[config.mk]
export PLATFORM = sky130hd
export DESIGN_NAME = counter_mod_cmp_flat
export DESIGN_NICKNAME = d
export VERILOG_FILES = /design/src/rtl/counter_mod_cmp_if.sv /design/src/rtl/counter_mod_cmp.sv /design/src/flat_wrapper.sv
export SDC_FILE = /design/constraint.sdc
export NUM_CORES = 1
export LEC_CHECK = 0
export ABC_AREA = 1
export CAP_MARGIN = 20
export CORE_AREA = 2 2 128 130
export DETAILED_ROUTE_END_ITERATION = 10
export DIE_AREA = 0 0 130 132
export PLACE_DENSITY = 0.48
export SLEW_MARGIN = 20
export SYNTH_ARGS = -nofsm -noshare
export SYNTH_HDL_FRONTEND = slang
export SYNTH_SLANG_ARGS = --single-unit
export TNS_END_PERCENT = 5
[constraint.sdc]
create_clock -name clk -period 9.5 [get_ports clk]
set_input_delay 2.375 -clock clk [delete_from_list [all_inputs] [get_ports clk]]
set_output_delay 2.375 -clock clk [all_outputs]
set_load 0.1 [all_outputs]
[src/rtl/counter_mod_cmp_if.sv]
// Control/status bundle for counter_mod_cmp.
// COUNTER_MOD_CMP_CAPTURE_EN adds the cap/cap_q capture pair.
interface counter_mod_cmp_if #(
  parameter int unsigned WIDTH = 8
);
  logic             ena;
  logic             sel;
  logic             sload;
  logic [WIDTH-1:0] d_load;
  logic [WIDTH-1:0] step;
  logic [WIDTH-1:0] top;
  logic [1:0]       mode;
  logic [WIDTH-1:0] cmp;
  logic [WIDTH-1:0] q;
  logic             carry_out;
  logic             cmp_match;
  logic             done;
`ifdef COUNTER_MOD_CMP_CAPTURE_EN
  logic             cap;
  logic [WIDTH-1:0] cap_q;

  modport master (
    output ena, sel, sload, d_load, step, top, mode, cmp, cap,
    input  q, carry_out, cmp_match, done, cap_q
  );
  modport slave (
    input  ena, sel, sload, d_load, step, top, mode, cmp, cap,
    output q, carry_out, cmp_match, done, cap_q
  );
`else
  modport master (
    output ena, sel, sload, d_load, step, top, mode, cmp,
    input  q, carry_out, cmp_match, done
  );
  modport slave (
    input  ena, sel, sload, d_load, step, top, mode, cmp,
    output q, carry_out, cmp_match, done
  );
`endif
endinterface

[src/rtl/counter_mod_cmp.sv]
// Up/down counter with step, terminal value, free/modulo/saturate/one-shot modes,
// registered carry and compare pulses. COUNTER_MOD_CMP_CAPTURE_EN adds a capture register.
module counter_mod_cmp #(
  parameter int unsigned      WIDTH   = 8,
  parameter logic [WIDTH-1:0] RST_VAL = '0
) (
  input logic              clk,
  input logic              srst,
  counter_mod_cmp_if.slave bus
);
  typedef enum logic [1:0] {
    MODE_FREE    = 2'b00,
    MODE_MOD     = 2'b01,
    MODE_SAT     = 2'b10,
    MODE_ONESHOT = 2'b11
  } mode_t;

  mode_t            md;
  logic [WIDTH-1:0] q_r, q_nx, lim;
  logic             carry_r, carry_nx;
  logic             match_r, match_nx;
  logic             done_r, done_nx;
  logic [WIDTH:0]   sum, dif, topx, wrap;

  assign md   = mode_t'(bus.mode);
  assign sum  = {1'b0, q_r} + {1'b0, bus.step};
  assign dif  = {1'b0, q_r} - {1'b0, bus.step};
  assign topx = {1'b0, bus.top} + 1'b1;

  always_comb begin
    q_nx     = q_r;
    carry_nx = 1'b0;
    match_nx = 1'b0;
    done_nx  = done_r;
    lim      = '0;
    wrap     = '0;
    if (bus.sload) begin
      q_nx     = (md == MODE_FREE || bus.d_load <= bus.top) ? bus.d_load : bus.top;
      done_nx  = 1'b0;
      match_nx = (q_nx == bus.cmp);
    end else if (bus.ena && !(md == MODE_ONESHOT && done_r) && bus.step != '0) begin
      unique case (md)
        MODE_FREE: begin
          q_nx     = bus.sel ? dif[WIDTH-1:0] : sum[WIDTH-1:0];
          carry_nx = bus.sel ? dif[WIDTH] : sum[WIDTH];
          match_nx = (q_nx == bus.cmp);
        end
        MODE_MOD: begin
          if (!bus.sel) begin
            wrap = sum - topx;
            if (sum > {1'b0, bus.top}) begin
              q_nx     = wrap[WIDTH-1:0];
              carry_nx = 1'b1;
            end else begin
              q_nx = sum[WIDTH-1:0];
            end
          end else begin
            wrap = {1'b0, q_r} + topx - {1'b0, bus.step};
            if (q_r < bus.step) begin
              q_nx     = wrap[WIDTH-1:0];
              carry_nx = 1'b1;
            end else begin
              q_nx = dif[WIDTH-1:0];
            end
          end
          match_nx = (q_nx == bus.cmp);
        end
        default: begin
          // Saturating modes: a count that cannot move q is a hold, so no pulses.
          lim = bus.sel ? '0 : bus.top;
          if (!bus.sel)
            q_nx = (sum >= {1'b0, bus.top}) ? bus.top : sum[WIDTH-1:0];
          else
            q_nx = (q_r <= bus.step) ? '0 : dif[WIDTH-1:0];
          carry_nx = (q_nx != q_r) && (q_nx == lim);
          match_nx = (q_nx != q_r) && (q_nx == bus.cmp);
          if (md == MODE_ONESHOT && q_nx == lim)
            done_nx = 1'b1;
        end
      endcase
    end
  end

  always_ff @(posedge clk) begin
    if (srst) begin
      q_r     <= RST_VAL;
      carry_r <= 1'b0;
      match_r <= 1'b0;
      done_r  <= 1'b0;
    end else begin
      q_r     <= q_nx;
      carry_r <= carry_nx;
      match_r <= match_nx;
      done_r  <= done_nx;
    end
  end

  assign bus.q         = q_r;
  assign bus.carry_out = carry_r;
  assign bus.cmp_match = match_r;
  assign bus.done      = done_r;

`ifdef COUNTER_MOD_CMP_CAPTURE_EN
  logic [WIDTH-1:0] cap_r;

  always_ff @(posedge clk) begin
    if (srst)
      cap_r <= '0;
    else if (bus.cap)
      cap_r <= q_r;
  end

  assign bus.cap_q = cap_r;
`endif
endmodule

[src/flat_wrapper.sv]
// flat-port wrapper written by rule: the top's interface ports become plain ports
module counter_mod_cmp_flat 
#(
  parameter int unsigned      WIDTH   = 8,
  parameter logic [WIDTH-1:0] RST_VAL = '0
)
  (clk, srst, bus_ena, bus_sel, bus_sload, bus_d_load, bus_step, bus_top, bus_mode, bus_cmp, bus_q, bus_carry_out, bus_cmp_match, bus_done);
  counter_mod_cmp_if #(.WIDTH(WIDTH)) bus_i ();
  input logic clk;
  input logic srst;
  input wire logic [$bits(bus_i.ena)-1:0] bus_ena;
  input wire logic [$bits(bus_i.sel)-1:0] bus_sel;
  input wire logic [$bits(bus_i.sload)-1:0] bus_sload;
  input wire logic [$bits(bus_i.d_load)-1:0] bus_d_load;
  input wire logic [$bits(bus_i.step)-1:0] bus_step;
  input wire logic [$bits(bus_i.top)-1:0] bus_top;
  input wire logic [$bits(bus_i.mode)-1:0] bus_mode;
  input wire logic [$bits(bus_i.cmp)-1:0] bus_cmp;
  output wire logic [$bits(bus_i.q)-1:0] bus_q;
  output wire logic [$bits(bus_i.carry_out)-1:0] bus_carry_out;
  output wire logic [$bits(bus_i.cmp_match)-1:0] bus_cmp_match;
  output wire logic [$bits(bus_i.done)-1:0] bus_done;
  assign bus_i.ena = bus_ena;
  assign bus_i.sel = bus_sel;
  assign bus_i.sload = bus_sload;
  assign bus_i.d_load = bus_d_load;
  assign bus_i.step = bus_step;
  assign bus_i.top = bus_top;
  assign bus_i.mode = bus_mode;
  assign bus_i.cmp = bus_cmp;
  assign bus_q = bus_i.q;
  assign bus_carry_out = bus_i.carry_out;
  assign bus_cmp_match = bus_i.cmp_match;
  assign bus_done = bus_i.done;
  counter_mod_cmp #(.WIDTH(WIDTH), .RST_VAL(RST_VAL)) u_core (.clk(clk), .srst(srst), .bus(bus_i));
endmodule
[After elaboration in Yosys (flattened, before gate mapping)]
Index checks and enable logic that the tools add are counted.
Storage, ports and cells
  flip-flop bits (word level): 11
  word-level logic and storage cells: 66
Operators by class
  add/sub/neg operators: 6
  order comparisons: 5
  equal/unequal tests: 8
  muxes and demuxes: 26
  bitwise gates (word level): 2
  reduce and logical (&&, ||, !) cells: 15
Operator list (number)
  $mux W8: 17
  $eq A8 B8 Y1: 5
  $le A8 B8 Y1: 2
  $pmux W8 S2: 1
  $sub A8 B8 Y8: 2
  $add A8 B8 Y9: 1
  $ge A9 B8 Y1: 1
  $gt A9 B8 Y1: 1
  $sub A8 B8 Y9: 1
  $add A8 B1 Y8 const B: 1
  $add A8 B8 Y8: 1
  $lt A8 B8 Y1: 1
  $ne A8 B8 Y1: 1
  $reduce_bool A8 Y1: 1
  $logic_and A1 B1 Y1: 6
  $mux W1: 6
  $pmux W1 S2: 2
  $reduce_or A2 Y1: 2
  $reduce_and A3 Y1: 1
  $reduce_or A3 Y1: 1
  $eq A2 B1 Y1 const B: 1
  $eq A2 B2 Y1 const B: 1
  $logic_not A2 Y1: 1
  $not A1 Y1: 2
  3 further kinds: 3

[Longest topological paths before layout]
Gate-level depths: netlist of run 1.
  word-level depth: 12
  depth in mapped cells: 31
  depth with buffers taken out: 30

[Least setup slack after synthesis of run 1]
No wires, ideal clock.
  kind: input to register
  start point: input bus_step[2]
  end point: register u_core.match_r (netlist: u_core.bus.cmp_match)
  setup time: 66 ps
  arrival time: 5250 ps
  data required time: 9434 ps
  slack: 4184 ps
  cell stages on the path: 30
  cells stage by stage: inv_1 > ha_1 > buf_2 > nor2_1 > nand2_1 > nand3_1 > xor2_1 > inv_1 > ha_1 > nand2_1 > nor2_1 > nand2_1 > nand3_1 > nand2_1 > nand2_1 > nand2_1 > clkbuf_8 > nand4_1 > nand2_1 > inv_1 > nand2_1 > nand2_1 > nand2_1 > nor2_1 > nand2_1 > nor2_1 > nand2_1 > a21oi_2 > nand2_1 > a21oi_2
On the way
  longest elaborated chain between the ends: 12
  elaborated cells on any way between the ends: 31
  those cells by class: 4 x add/sub; 4 x order compare; 4 x eq/ne; 16 x mux; 3 x reduce/logical
Ends and longest elaborated chain
  start, declared: RTL line flat_wrapper.sv:15  | input wire logic [$bits(bus_i.step)-1:0] bus_step;
  $add A8 B8 Y9: RTL line counter_mod_cmp.sv:26  | assign sum = {1'b0, q_r} + {1'b0, bus.step};
  $ge A9 B8 Y1: RTL line counter_mod_cmp.sv:72  | q_nx = (sum >= {1'b0, bus.top}) ? bus.top : sum[WIDTH-1:0];
  $mux W8: RTL line counter_mod_cmp.sv:72
  $mux W8: RTL line counter_mod_cmp.sv:71  | if (!bus.sel)
  $mux W8: RTL line counter_mod_cmp.sv:42  | unique case (md)
  $mux W8: RTL line counter_mod_cmp.sv:41  | end else if (bus.ena && !(md == MODE_ONESHOT && done_r) && bus.step != '0) begin
  $mux W8: RTL line counter_mod_cmp.sv:37  | if (bus.sload) begin
  $ne A8 B8 Y1 / $eq A8 B8 Y1 (equally long branches): RTL line counter_mod_cmp.sv:76  | match_nx = (q_nx != q_r) && (q_nx == bus.cmp);
  $logic_and A1 B1 Y1: RTL line counter_mod_cmp.sv:76
  $pmux W1 S2: RTL line counter_mod_cmp.sv:42
  $mux W1 *: RTL line counter_mod_cmp.sv:41
  $mux W1 *: RTL line counter_mod_cmp.sv:37
  end signal, assigned: RTL line counter_mod_cmp.sv:93  | match_r <= match_nx;
  end, declared: RTL line counter_mod_cmp.sv:21  | logic match_r, match_nx;
Every way passes the cells marked *; elsewhere a longest branch is shown, timed or not. The select of a mux whose other input is x is not followed.
A chain may end at the register's enable or synchronous reset.

[Worst setup path in the final report of run 1]
Ends and elaborated chain as after synthesis.

==> impl_metrics.csv, run 1 <==
group,metric,value,unit
sta,fin_tns_setup,0,ps
floorplanning,die-area,0.0172,mm^2
yosys,syn_area,0.00431,mm^2
sta,slew_violations,0,
global_route,grt.overflow.total,0,
place,place_hpwl,14000,um
place,placement.io_buffers,49,
cts,numCtsBuffers,3,
setup_path,ff2ff_path_depth,25,
hold_path,worstHoldPathCells,2,
yosys,ys_warn_count,0,
cts,post_cts_resized,0,
setup_path,crit_path_max_incr_delay,580,ps
sta,slew_headroom,35.2,%
cells_and_area,final-seq-area,220,um^2
power,powerDensity,139,mW/mm^2
cells_and_area,antennaDiodeCount,0,
yosys,ys_ff_latch,11,
cts,clockRootBuffer,"clkbuf_16",
cells_and_area,syn_to_final_growth,17.2,%
cells_and_area,fill_cells,1789,
yosys,syn_avg_cell_area,5.59,um^2
cells_and_area,utilization,32.1,%
detailed_routing,routed.top_layer,"met4",
sta,fin_skew,3.28,ps
sta,hold_viol_final,0,
yosys,yosysTopAreaCellShare,22.1,%
floorplanning,ioPinCount,50,
cts,clock_latency,240,ps
power,p_leak,2.61,nW
yosys,synth_edf_count,0,
setup_path,critical_path.max_fanout,21,
run,maxCapViolCount,0,
detailed_routing,drt-vias-per-instance,4.92,
global_route,grt_pass1_wl,25700,um
yosys,yosys-top-cells-area,"nand2_1 (22%), ha_1 (14%), nand3_1 (9.5%)",
cts,post-cts-setup-buffer-count,0,
sta,min_period,7200,ps
cts,postCtsHoldBufs,0,
run_status,status,"complete, no violations",
detailed_routing,drt-total-wl,16500,um
detailed_routing,vias,5045,
yosys,syn-num-nets,867,
cells_and_area,drive_above_1_share,4.20,%
sta,setup_viol,0,
detailed_routing,firstDrtPassIters,6,
yosys,yosysSeqAreaShare,5.11,%
setup_path,required,9670,ps
detailed_routing,route.met2.wl,7680,um
detailed_routing,dr_wl_met3,832,um
place,postPlaceCellArea,0.00497,mm^2
sta,max_clock_freq,0.139,GHz
floorplanning,die_y,132,um
cts,clock_path_buffers,2,
global_route,antenna_found_initial,0,
yosys,yosysUniqueCellTypes,40,
power,peakVddDrop,0.0000518,V
setup_path,end_kind,"flip-flop",
cts,cts_tree,"yes",
yosys,synthArstFlopShare,0,%
sta,worst_pin_slew,969,ps
detailed_routing,drt_iter0_drc,390,
global_route,grt_pass1_vias,4666,
floorplanning,fp.coreArea,0.0157,mm^2
floorplanning,start_util,27.4,%
setup_path,setup.worst_path.start_class,"input pin",
hold_path,hold_class,"reg2reg",
detailed_routing,wl_met1,7790,um
setup_path,crit_slowest_cell,"nand3_1",
cts,cts.htree.levels,1,
setup_path,worstSetupPathType,"in2reg",
cells_and_area,nets,907,
sta,fin_crit_sh,75.8,%
detailed_routing,drtAntennaViolNets,0,
sta,rsz0062_at_grt,"false",
yosys,yosys.area.top_type,"nand2_1",
cells_and_area,multi_input_area,0.00356,mm^2
place,gp_congestion,0.886,
cells_and_area,stdcell_area,0.00505,mm^2
floorplanning,row_count,46,
global_route,grt_max_degree,28,
setup_path,cpMostUsedCell,"nand2_1",
floorplanning,die_x,130,um
cts,clk_pin_slew,40,ps
detailed_routing,drc_errors,0,
setup_path,arrival,7370,ps
cts,clkSinkCount,11,
global_route,grtUsageTotal,19.2,%
yosys,synthCells,771,
yosys,ys.flop_type,"dfxtp_1",
detailed_routing,avgRoutedWirePerCell,16.1,um
path summary, 6_finish.rpt:
path / from / end / slack (ps)
worst max-delay path: bus_step[2] / u_core.bus.cmp_match / 2300
worst min-delay path: u_core.bus.done / u_core.bus.done / 470
worst max register to register: u_core.bus.q[2] / u_core.bus.cmp_match / 4520
worst min register to register: u_core.bus.done / u_core.bus.done / 470
state kept, by name, summed over array words and instances, names as in the netlist:
signal,cells
u_core.bus.cmp_match,1
u_core.bus.done,1
u_core.bus.carry_out,1
u_core.bus.q,8
cells by family (layout without fill, tap and decap cells):
group	count (synthesis)	in the layout	share of synthesized area [%]
and+or+nand+nor	465	465	47.6
buffers and inverters	125	164	12.1
AOI/OAI and AO/OA	89	89	12.0
adders and majority gates	57	57	18.3
xor gates and xnor gates	24	24	4.88
DFF	11	11	5.11
worst max-delay path: cells and delay by family:
| kind | cells | cell delay, ps |
|---|---|---|
| AO/OA/AOI/OAI | 1 | 100 |
| XOR/XNOR | 1 | 370 |
| adder cells (fa/ha/maj) | 2 | 720 |
| buffers and inverters | 4 | 910 |
| AND/OR/NAND/NOR | 19 | 2870 |
synthesized netlist by cell type, drive strengths merged, types with 2 or more instances:
cell	count
and2	2
nor4	2
xnor2	7
xor2	17
buf	7
or2	5
clkbuf	9
nor3	4
fa	10
nand3	86
nand2	264
ha	47
inv	107
dfxtp	11
o21ai	25
a21oi	36
nor2	64
o22ai	2
a31oi	11
o221ai	2
clkinv	2
o21bai	5
nand4	34
o211ai	3
nand3b	4
cell usage in the layout, fill, tap and decap left out, types with 3 or more instances in the layout:
| cell | n |
|---|---|
| a21oi_1 | 32 |
| nand3_2 | 4 |
| xor2_1 | 17 |
| ha_1 | 47 |
| nand2_2 | 11 |
| dfxtp_1 | 11 |
| clkdlybuf4s50_1 | 49 |
| nor3_1 | 4 |
| o21ai_0 | 25 |
| nand3b_1 | 4 |
| nand4_1 | 34 |
| inv_1 | 105 |
| o211ai_1 | 3 |
| o21bai_1 | 5 |
| fa_1 | 10 |
| a21oi_2 | 4 |
| nor2_1 | 62 |
| a31oi_1 | 11 |
| or2_2 | 5 |
| clkbuf_16 | 3 |
| xnor2_1 | 7 |
| nand2_1 | 253 |
| nand3_1 | 82 |
per-layer routing:
layer	track usage, %	vias to the layer above
met3	1.62	12
li1	-	2595
met1	27.4	2288
met2	32.2	150
met4	2.45	0
met5	0	-
per-stage QoR:
step,worst slack [ps],instances,power (mW),hold slack [ps]
finish,2300,1026,0.700,466
global route,1820,1026,0.773,492
CTS,2270,1026,0.699,471
detailed placement,2060,1022,0.617,465
global placement,2070,1022,0.622,468
floorplan,4180,771,0.466,910
layout make-up:
| class | count | area share, % |
|---|---|---|
| Timing Repair Buffer | 51 | 10.0 |
| Tap cell | 216 | 5.35 |
| Inverter | 109 | 8.11 |
| Multi-Input combinational cell | 635 | 70.6 |
| Clock buffer | 4 | 1.56 |
| Sequential cell | 11 | 4.36 |
where the power goes:
part           total, mW  internal, mW  leakage (nW)  switching (mW)
sequential        0.0613        0.0502        0.0904          0.0111
clock             0.0789        0.0565        0.0382          0.0224
combinational      0.559         0.192          2.48           0.368
No activity file was read; power rests on OpenSTA's default activity.
==> run 2: changes to the inputs <==
Settings changed: PLACE_DENSITY 0.48 to 0.49.
Clock period 9.5 ns to 5.8 ns, I/O delays scaled along.
==> impl_metrics.csv, run 2 (synthesized netlist as in run 1, its figures left out) <==
group,metric,value,unit
run_status,status,"complete, no violations",
place,placement.io_buffers,49,
global_route,antenna_found_initial,0,
power,power.share.sequential,8.7,%
cts,cts.htree.levels,1,
sta,slew_violations,0,
floorplanning,die-area,0.0172,mm^2
detailed_routing,vias,5183,
global_route,grt_pass1_wl,25900,um
global_route,grt_max_degree,28,
power,p_int,509,uW
cells_and_area,syn_to_final_growth,20.3,%
cts,clk_pin_slew,40,ps
sta,rsz0062_at_grt,"false",
place,place_hpwl,14200,um
power,p_comb_share,80.4,%
cells_and_area,nets,923,
sta,fin_crit_sh,95.0,%
cells_and_area,final_common_cell,"nand2_1",
cts,clkSinkCount,11,
sta,worst_pin_slew,969,ps
power,powerDensity,226,mW/mm^2
global_route,grt_pass1_vias,4699,
detailed_routing,avgRoutedWirePerCell,16.1,um
hold_path,hp-start,"u_core.bus.done",
power,switching_share,56.6,%
place,postPlaceCellArea,0.00509,mm^2
cts,post_cts_resized,0,
cells_and_area,drive_above_1_share,6.42,%
setup_path,critical_path.max_fanout,9,
cells_and_area,antennaDiodeCount,0,
power,p_total,1.17,mW
floorplanning,fp.coreArea,0.0157,mm^2
floorplanning,row_count,46,
setup_path,setup.worst_path.start_class,"input pin",
power,p_sw,664,uW
global_route,grtUsageTotal,19.4,%
cts,numCtsBuffers,3,
detailed_routing,drt_iter0_drc,414,
setup_path,required,5970,ps
cells_and_area,stdcell_area,0.00518,mm^2
place,gp_congestion,0.943,
sta,fin_skew,3.18,ps
cts,clock_path_buffers,2,
floorplanning,start_util,27.4,%
setup_path,arrival,5680,ps
hold_path,hold_class,"reg2reg",
detailed_routing,drt-total-wl,16700,um
hold_path,worstHoldPathCells,2,
sta,setup_viol,0,
cts,clock_latency,240,ps
sta,max_clock_freq,0.182,GHz
floorplanning,die_x,130,um
floorplanning,ioPinCount,50,
power,clkPwrFrac,10.9,%
sta,slew_headroom,35.2,%
cells_and_area,final_cell_mix,"nand2_1 (253), inv_1 (105), nand3_1 (81)",
run,maxCapViolCount,0,
sta,min_period,5510,ps
setup_path,worstSetupPathType,"in2reg",
cells_and_area,largest_reg_flops,8,
cts,clockRootBuffer,"clkbuf_16",
hold_path,hold_path_end,"u_core.bus.done",
cells_and_area,utilization,33.0,%
detailed_routing,drt-vias-per-instance,4.97,
detailed_routing,firstDrtPassIters,7,
detailed_routing,drc_errors,0,
global_route,grt.overflow.total,0,
cts,postCtsHoldBufs,0,
power,peakVddDrop,0.0000950,V
setup_path,rrSetupSlack,1570,ps
sta,fin_tns_setup,0,ps
detailed_routing,drtAntennaViolNets,0,
power,p_leak,2.69,nW
sta,whs,462,ps
cts,post-cts-setup-buffer-count,0,
setup_path,end_kind,"flip-flop",
setup_path,regToRegEndpoint,"u_core.bus.cmp_match",
floorplanning,die_y,132,um
setup_path,ff2ff_path_depth,28,
sta,hold_viol_final,0,
cts,cts_tree,"yes",
setup_path,r2r-start,"u_core.bus.q[3]",
## run 2: area by class of cell
class                           instances  area (um^2)
Fill cell                            1770        10500
Sequential cell                        11          220
Tap cell                              216          270
Clock buffer                            4         78.8
Inverter                              109          409
Multi-Input combinational cell        635         3570
Timing Repair Buffer                   67          628
## run 2: worst max-delay path by stage
stage,start,to,slack [ps],cells after the start
2_1_floorplan,bus_step[2],u_core.bus.cmp_match,1410,30
3_3_place_gp,bus_step[3],u_core.bus.carry_out,80,29
3_5_place_dp,bus_step[3],u_core.bus.carry_out,70,27
4_1_cts,bus_step[3],u_core.bus.carry_out,290,27
5_1_grt,bus_step[2],u_core.bus.carry_out,0.6,29
6_report,bus_step[0],u_core.bus.cmp_match,290,28
## run 2: power by group through the flow
stage	combinational (mW)	sequential (mW)	clock (mW)
after floorplan	0.624	0.139	0
after global placement	0.939	0.103	0
after detailed placement	0.930	0.103	0
after CTS	0.935	0.102	0.129
after global routing	1.05	0.103	0.134
final	0.943	0.102	0.128
## run 2: worst max-delay path, cell delays in order
cell and delay [ps]:
clkdlybuf4s50_1 530, ha_1 290, fa_1 460, nand2_1 140, nand3_1 80, nand2_1 130
inv_1 110, ha_1 310, nand2_1 70, nor2_1 180, nand2_1 70, nand3_1 90
nand2_1 60, nand2_1 50, nand2_1 170, nand2_2 190, nand2_2 170, nand2_1 110
nand3_1 120, nand3_1 210, nand3_1 100, nand2_1 80, nand2_1 50, nor2_1 140
nand2_1 70, nand2_1 60, nand2_1 60, a21oi_2 110
## run 2: layer usage
| layer | global-route usage, % | wire, um | vias up |
|---|---|---|---|
| li1 | - | - | 2635 |
| met1 | 27.6 | 7910 | 2370 |
| met2 | 31.5 | 7720 | 164 |
| met3 | 2.31 | 837 | 14 |
| met4 | 3.94 | 274 | 0 |
| met5 | 0 | 0 | - |
## run 2: per-stage QoR
step	setup WS (ps)	instances
6_report	292	1042
4_1_cts	294	1042
3_5_place_dp	68.4	1038
3_3_place_gp	81.7	1038
2_1_floorplan	1410	771
5_1_grt	0.641	1042
==> run 3: changes to the inputs <==
Settings changed: PLACE_DENSITY 0.49 to 0.47.
==> impl_metrics.csv, run 3 (synthesized netlist as in run 1, its figures left out) <==
group,metric,value,unit
cells_and_area,nets,923,
cts,cts.htree.levels,1,
setup_path,critical_path.max_fanout,6,
cts,numCtsBuffers,3,
cells_and_area,stdcell_area,0.00521,mm^2
detailed_routing,drt-vias-per-instance,4.92,
floorplanning,die_y,132,um
cells_and_area,final-seq-area,220,um^2
cells_and_area,drive_above_1_share,7.02,%
cells_and_area,largest_reg_flops,8,
floorplanning,die_x,130,um
sta,whs,465,ps
sta,min_period,5380,ps
place,place_hpwl,14500,um
setup_path,worstSetupPathType,"in2reg",
detailed_routing,drc_errors,0,
cells_and_area,final_cell_mix,"nand2_1 (253), inv_1 (105), nand3_1 (81)",
detailed_routing,vias,5122,
setup_path,arrival,5550,ps
power,powerDensity,226,mW/mm^2
hold_path,worstHoldPathCells,2,
global_route,grt.overflow.total,0,
sta,fin_tns_setup,0,ps
sta,slew_violations,0,
floorplanning,ioPinCount,50,
detailed_routing,drtAntennaViolNets,0,
detailed_routing,drt_iter0_drc,468,
cells_and_area,syn_to_final_growth,21.0,%
cts,post-cts-setup-buffer-count,0,
power,peakVddDrop,0.000112,V
cells_and_area,fill_cells,1795,
place,placement.io_buffers,49,
floorplanning,row_count,46,
floorplanning,fp.coreArea,0.0157,mm^2
setup_path,ff2ff_path_depth,24,
cells_and_area,multi_input_area,0.00360,mm^2
global_route,grt_max_degree,28,
sta,fin_skew,1.52,ps
power,p_leak,2.70,nW
sta,worst_pin_slew,970,ps
place,gp_congestion,0.940,
sta,max_clock_freq,0.186,GHz
cts,clockRootBuffer,"clkbuf_16",
cts,clk_pin_slew,40,ps
floorplanning,start_util,27.4,%
detailed_routing,avgRoutedWirePerCell,16.2,um
global_route,grtUsageTotal,20.1,%
cts,clock_path_buffers,2,
cells_and_area,utilization,33.2,%
cells_and_area,final_common_cell,"nand2_1",
run_status,status,"complete, no violations",
sta,rsz0062_at_grt,"false",
floorplanning,die-area,0.0172,mm^2
sta,hold_viol_final,0,
cts,postCtsHoldBufs,0,
cts,clkSinkCount,11,
sta,setup_viol,0,
global_route,grt_pass1_wl,26800,um
run,maxCapViolCount,0,
cells_and_area,antennaDiodeCount,0,
sta,slew_headroom,35.1,%
detailed_routing,firstDrtPassIters,6,
setup_path,required,5970,ps
cts,clock_latency,240,ps
cts,cts_tree,"yes",
cts,post_cts_resized,0,
detailed_routing,drt-total-wl,16900,um
setup_path,setup.worst_path.start_class,"input pin",
power,p_total,1.18,mW
hold_path,hold_class,"reg2reg",
setup_path,end_kind,"flip-flop",
place,postPlaceCellArea,0.00509,mm^2
sta,fin_crit_sh,92.8,%
global_route,grt_pass1_vias,4814,
global_route,antenna_found_initial,0,
[run 3: stage by stage]
stage | cells | setup slack, ps
after floorplan | 771 | 1410
after global placement | 1038 | -15.1
after detailed placement | 1038 | 3.28
after CTS | 1042 | 230
after global routing | 1042 | 2.42
final | 1042 | 417
[run 3: layout make-up]
class                           count  share of cell area, %
Clock buffer                        4                   1.51
Inverter                          109                   7.85
Multi-Input combinational cell    635                   69.1
Sequential cell                    11                   4.23
Tap cell                          216                   5.19
Timing Repair Buffer               67                   12.1
[run 3: worst paths after layout]
path	startpoint	to	slack, ps
min reg2reg	u_core.bus.done	u_core.bus.done	460
max reg2reg	u_core.bus.q[2]	u_core.bus.carry_out	1610
min	u_core.bus.done	u_core.bus.done	460
max	bus_step[0]	u_core.bus.carry_out	420
[run 3: per-layer routing]
| metal | vias to the layer above | track usage, % | part of all wire (%) |
|---|---|---|---|
| li1 | 2637 | - | - |
| met1 | 2327 | 29.4 | 48 |
| met5 | - | 0 | 0 |
| met4 | 0 | 2.69 | 2.0 |
| met2 | 140 | 33.2 | 46 |
| met3 | 18 | 1.06 | 4.7 |
[run 3: power by group]
| group | internal [mW] | switching (mW) |
|---|---|---|
| registers | 0.0822 | 0.0195 |
| logic | 0.336 | 0.612 |
| clock network | 0.0925 | 0.0359 |
| total | 0.510 | 0.668 |
[run 3: critical path, stage by stage]
cell and delay [ps]:
clkdlybuf4s50_1 490, ha_1 280, fa_2 400, nand2_1 120
nand3_1 80, nand2_1 130, inv_1 130, ha_1 320
nand2_1 70, nor2_1 160, inv_1 70, nor2_1 170
nand3_2 180, buf_4 210, nand3_1 110, inv_1 90
nand2_1 120, nand3_2 140, nor2_1 110, a21oi_1 50
nor2_1 100, nand4_1 140, nor2_2 200, nand3_1 100
a21oi_1 130
